[src/rtl/aoi_nxm_pipe.sv]
// Pipelined N-group x M-input AOI lanes with a two-stage valid/ready pipeline.
// Optional per-lane ZN toggle counters are built when AOI_TOGGLE_CNT_EN is defined.
module aoi_nxm_pipe #(
    parameter int unsigned CHANNELS = 4,
    parameter int unsigned NGROUP   = 2,
    parameter int unsigned GW       = 2,
    parameter int unsigned CNT_W    = 8
) (
    input  logic                           CLK,
    input  logic                           RST,
    input  logic                           IN_VALID,
    output logic                           IN_READY,
    input  logic [CHANNELS*NGROUP*GW-1:0]  A,
    input  logic [CHANNELS-1:0]            C,
    output logic                           OUT_VALID,
    input  logic                           OUT_READY,
    output logic [CHANNELS-1:0]            ZN
`ifdef AOI_TOGGLE_CNT_EN
    ,
    input  logic                           CNT_CLR,
    output logic [CHANNELS*CNT_W-1:0]      TOG_CNT
`endif
);

    localparam int unsigned AW = CHANNELS * NGROUP * GW;

    if (CHANNELS < 1 || NGROUP < 1 || GW < 1 || CNT_W < 2) begin : g_param_check
        $error("aoi_nxm_pipe: illegal parameter value");
    end

    logic                       s1_valid;
    logic [AW-1:0]              s1_a;
    logic [CHANNELS-1:0]        s1_c;
    logic                       out_valid;
    logic [CHANNELS-1:0]        zn_r;
    logic                       s2_load;
    logic                       in_fire;
    logic [CHANNELS*NGROUP-1:0] and_term;
    logic [CHANNELS-1:0]        aoi;

    // Stage 2 can take the s1 beat when it is empty or being drained this cycle.
    assign s2_load  = s1_valid && (!out_valid || OUT_READY);
    assign IN_READY = !s1_valid || s2_load;
    assign in_fire  = IN_VALID && IN_READY;

    for (genvar ch = 0; ch < CHANNELS; ch++) begin : g_lane
        for (genvar g = 0; g < NGROUP; g++) begin : g_group
            assign and_term[ch*NGROUP+g] = &s1_a[(ch*NGROUP+g)*GW +: GW];
        end
        assign aoi[ch] = !((|and_term[ch*NGROUP +: NGROUP]) | s1_c[ch]);
    end

    always_ff @(posedge CLK) begin
        if (RST) begin
            s1_valid <= 1'b0;
            s1_a     <= '0;
            s1_c     <= '0;
        end else begin
            s1_valid <= in_fire || (s1_valid && !s2_load);
            if (in_fire) begin
                s1_a <= A;
                s1_c <= C;
            end
        end
    end

    // ZN resets to all-ones, the AOI of all-zero inputs.
    always_ff @(posedge CLK) begin
        if (RST) begin
            out_valid <= 1'b0;
            zn_r      <= '1;
        end else if (s2_load) begin
            out_valid <= 1'b1;
            zn_r      <= aoi;
        end else if (out_valid && OUT_READY) begin
            out_valid <= 1'b0;
        end
    end

    assign OUT_VALID = out_valid;
    assign ZN        = zn_r;

`ifdef AOI_TOGGLE_CNT_EN
    for (genvar ch = 0; ch < CHANNELS; ch++) begin : g_cnt
        logic [CNT_W-1:0] cnt;

        // Saturating count of ZN changes; a held ZN never counts.
        always_ff @(posedge CLK) begin
            if (RST || CNT_CLR) begin
                cnt <= '0;
            end else if (s2_load && (aoi[ch] != zn_r[ch]) && (cnt != '1)) begin
                cnt <= cnt + 1'b1;
            end
        end

        assign TOG_CNT[ch*CNT_W +: CNT_W] = cnt;
    end
`endif

endmodule

[config.mk]
export PLATFORM = sky130hd
export DESIGN_NAME = aoi_nxm_pipe
export DESIGN_NICKNAME = d
export VERILOG_FILES = /design/src/rtl/aoi_nxm_pipe.sv
export SDC_FILE = /design/constraint.sdc
export NUM_CORES = 1
export LEC_CHECK = 0
export ABC_AREA = 1
export BUFFER_PORTS_ARGS = -buffer_cell sky130_fd_sc_hd__buf_2
export CORE_AREA = 2 2 55 52
export DETAILED_ROUTE_END_ITERATION = 6
export DIE_AREA = 0 0 57 54
export GPL_TIMING_DRIVEN = 0
export PLACE_DENSITY = 0.86
export SYNTH_ARGS = -nofsm -noshare
export SYNTH_HDL_FRONTEND = slang
export SYNTH_SLANG_ARGS = --single-unit
export TNS_END_PERCENT = 20
[constraint.sdc]
create_clock -name CLK -period 1.05 [get_ports CLK]
set_input_delay 0.21 -clock CLK [delete_from_list [all_inputs] [get_ports CLK]]
set_output_delay 0.21 -clock CLK [all_outputs]
set_load 0.005 [all_outputs]
==> impl_metrics.yaml <==
grt:
  grt_pass1_wl_mm: 4.38
  grt_max_degree: 15
  grt_usage_pct: 18.5
  grt_pass1_vias: 1014
  antenna_found_initial: 0
  grt_overflow_total: 0
power_and_ir_drop:
  p_leak_uw: 0.000814
  combPwrFrac_pct: 17.4
  powerDensity_nw_per_um2: 1200
  p_clk_share_pct: 25.6
  vdd_ir_drop_max_v: 0.000770
  internal_power_uw: 1440
  p_switching_uw: 505
  swShare_pct: 26.0
  p_seq_share_pct: 57.1
  power_uw: 1940
floorplan:
  num_rows: 18
  initial_core_util_pct: 47.7
  ioPinCount: 30
  die_x_um: 57
  dieArea_um2: 3080
  die_h_um: 54
  core-area_um2: 2570
worst_setup_path:
  reg2reg_slack_ns: -0.12
  cp.arrival_ns: 1.00
  critical-path-slowest-cell: "dfxtp_2"
  worstSetupPathType: "register to output port"
  cp_data_required_time_ns: 0.84
  crit_chain: "nand3_4, buf_6, buf_6"
  cpPeakStageDelay_ns: 0.38
  r2r-end: "s1_a[13]"
  r2r_start: "s1_valid"
  r2r_cells: 6
  critPathTopFamily: "flip-flops"
  critical_path.max_fanout: 2
  cpMostUsedCell: "buf_6"
  cp-start-kind: "register"
  crit_buf_inv: 2
  end_kind: "output port"
sta:
  skew_ns: 0.00285
  worst_slack_ns: -0.162
  whs_ns: 0.115
  finalSetupViolations: 23
  hold_viol_final: 0
  worstMarginPinSlew_ns: 0.421
  slew_violations: 0
  fin_crit_sh_pct: 115
  max_clock_freq_mhz: 825
  period_minus_slack_ns: 1.21
  slew_headroom_pct: 71.9
  rsz0062_at_grt: "true"
routing:
  avgRoutedWirePerCell_um: 11.4
  wl_mm: 2.65
  vias_per_cell: 4.94
  ant_nets: 0
  drc_errors: 0
  dr.pass1.iters: 5
  drtIter0Drc: 30
  routed-via-count: 1151
placement:
  gp_routability_congestion: 0.809
  dpl.hpwl_mm: 1.70
  io_buffers: 28
min_path:
  holdCritStartpoint: "RST"
  min_path_cells: 2
  whs_endpoint: "s1_valid"
  hold_path.class: "input port to register"
logic_synthesis:
  synth_cell_types: 13
  syn-num-nets: 190
  synth.area.top_cells: "dfxtp_1 (43%), a21oi_1 (12%), nand2_1 (9.2%)"
  yosysTopAreaCell: "dfxtp_1"
  yosysWarnings: 0
  netlist_area_um2: 1220
  ys_seq_area_share_pct: 42.5
  synth_seq_cells: 26
  ys_top_cells_by_count: "a21oi_1 (30), nand2_1 (30), dfxtp_1 (26)"
  synth_top_area_share_pct: 42.5
  synth_edf_count: 0
  async_flop_share_pct: 0
  avgSynthCellArea_um2: 7.37
  synth_flop_cell: "dfxtp_1"
  synth_cells: 166
flow_run:
  maxCapViolations: 0
cts:
  path_clk_slew_ns: 0.13
  htree_levels: 1
  cts_max_path_buffers: 2
  cts_tree: "done"
  cts_buffers: 3
  cts.sinks: 26
  postCtsHoldBufs: 0
  clk_latency_ns: 0.32
  root_buffer: "clkbuf_4"
final_layout:
  insertedDiodeCount: 0
  fill_cells: 226
  area.growth.synth_to_final_pct: 32.6
  regArea_um2: 524
  final_layout_size_suffix_gt1_share_pct: 37.4
  multiInputGateArea_um2: 604
  fin_nets: 228
status:
  status: "finished, violations left"
  violations: "setup timing"
## metrics by stage
stage / cells / setup TNS (ns) / utilization (%) / setup slack (ns) / instance area [µm²]
final: 233 / -1.82 / 63.2 / -0.162 / 1620
after global placement: 224 / 0 / 54.6 / 0.0424 / 1400
after detailed placement: 224 / 0 / 54.6 / 0.0220 / 1400
after CTS: 231 / -0.274 / 57.8 / -0.172 / 1480
after global routing: 233 / -3.33 / 63.2 / -0.209 / 1620
after floorplan: 166 / 0 / - / 0.121 / 1220
## timing repair
action,in CTS,in global routing
endpoints found under the setup margin,3,27
pin swaps,1,1
setup buffers,3,1
gates resized for setup,8,22
cloned,0,1
## metal layers
layer	part of all wire (%)	up-vias	GRT usage, %
li1	-	599	-
met1	47	512	24.1
met3	4.0	7	2.40
met4	1.7	0	8.14
met2	47	33	31.0
met5	0	-	0
## cell families (layout without fill, tap and decap cells)
| family | Yosys count | count (layout) | synth area share (%) |
|---|---|---|---|
| and+or+nand+nor | 75 | 75 | 30.7 |
| buffers and inverters | 35 | 72 | 14.5 |
| AOI/OAI and AO/OA | 30 | 30 | 12.3 |
| DFF | 26 | 26 | 42.5 |
## registers in the layout (all words and copies together), names as in the netlist
name,cells
OUT_VALID,1
ZN,4
s1_a,16
s1_valid,1
s1_c,4
## cell type report
cell class                 instances  area share (%)
clock buffer                       4            2.24
buffer                            11            6.71
multi-input combinational        105            37.2
inverter                          24            5.55
tap                               30            2.31
sequential                        26            32.3
timing repair buffer              33            13.6
## cell usage in the layout, fill, tap and decap left out, types with 2 or more instances in the layout
| cell type | Yosys | layout |
|---|---|---|
| nand2_1 | 30 | 30 |
| buf_2 | 3 | 28 |
| dfxtp_1 | 26 | 23 |
| inv_1 | 22 | 21 |
| nor2_1 | 20 | 20 |
| a21oi_1 | 30 | 19 |
| nand3_1 | 14 | 14 |
| nand3_2 | 10 | 10 |
| buf_4 | 3 | 6 |
| a21oi_2 | 0 | 6 |
| a21oi_4 | 0 | 5 |
| buf_6 | 4 | 4 |
| dfxtp_2 | 0 | 3 |
| inv_2 | 2 | 3 |
| clkbuf_4 | 0 | 3 |
| buf_8 | 0 | 2 |
| buf_12 | 0 | 2 |
## worst max-delay path by stage
stage	start	endpoint	slack (ns)	cells past startpoint
after floorplan	OUT_VALID	s1_a[0]	0.12	4
after global placement	OUT_VALID	IN_READY	0.04	3
after detailed placement	OUT_VALID	s1_a[7]	0.02	4
after CTS	s1_valid	IN_READY	-0.17	3
after global routing	OUT_VALID	IN_READY	-0.21	3
final	s1_valid	IN_READY	-0.16	3
## power groups by stage
stage               sequential, µW  clock (µW)  combinational (µW)
floorplan                     1110           0                 196
global placement              1110           0                 280
detailed placement            1120           0                 289
CTS                           1100         508                 301
global route                  1120         547                 384
finish                        1110         496                 337
Power figures use the tool's default switching activity.
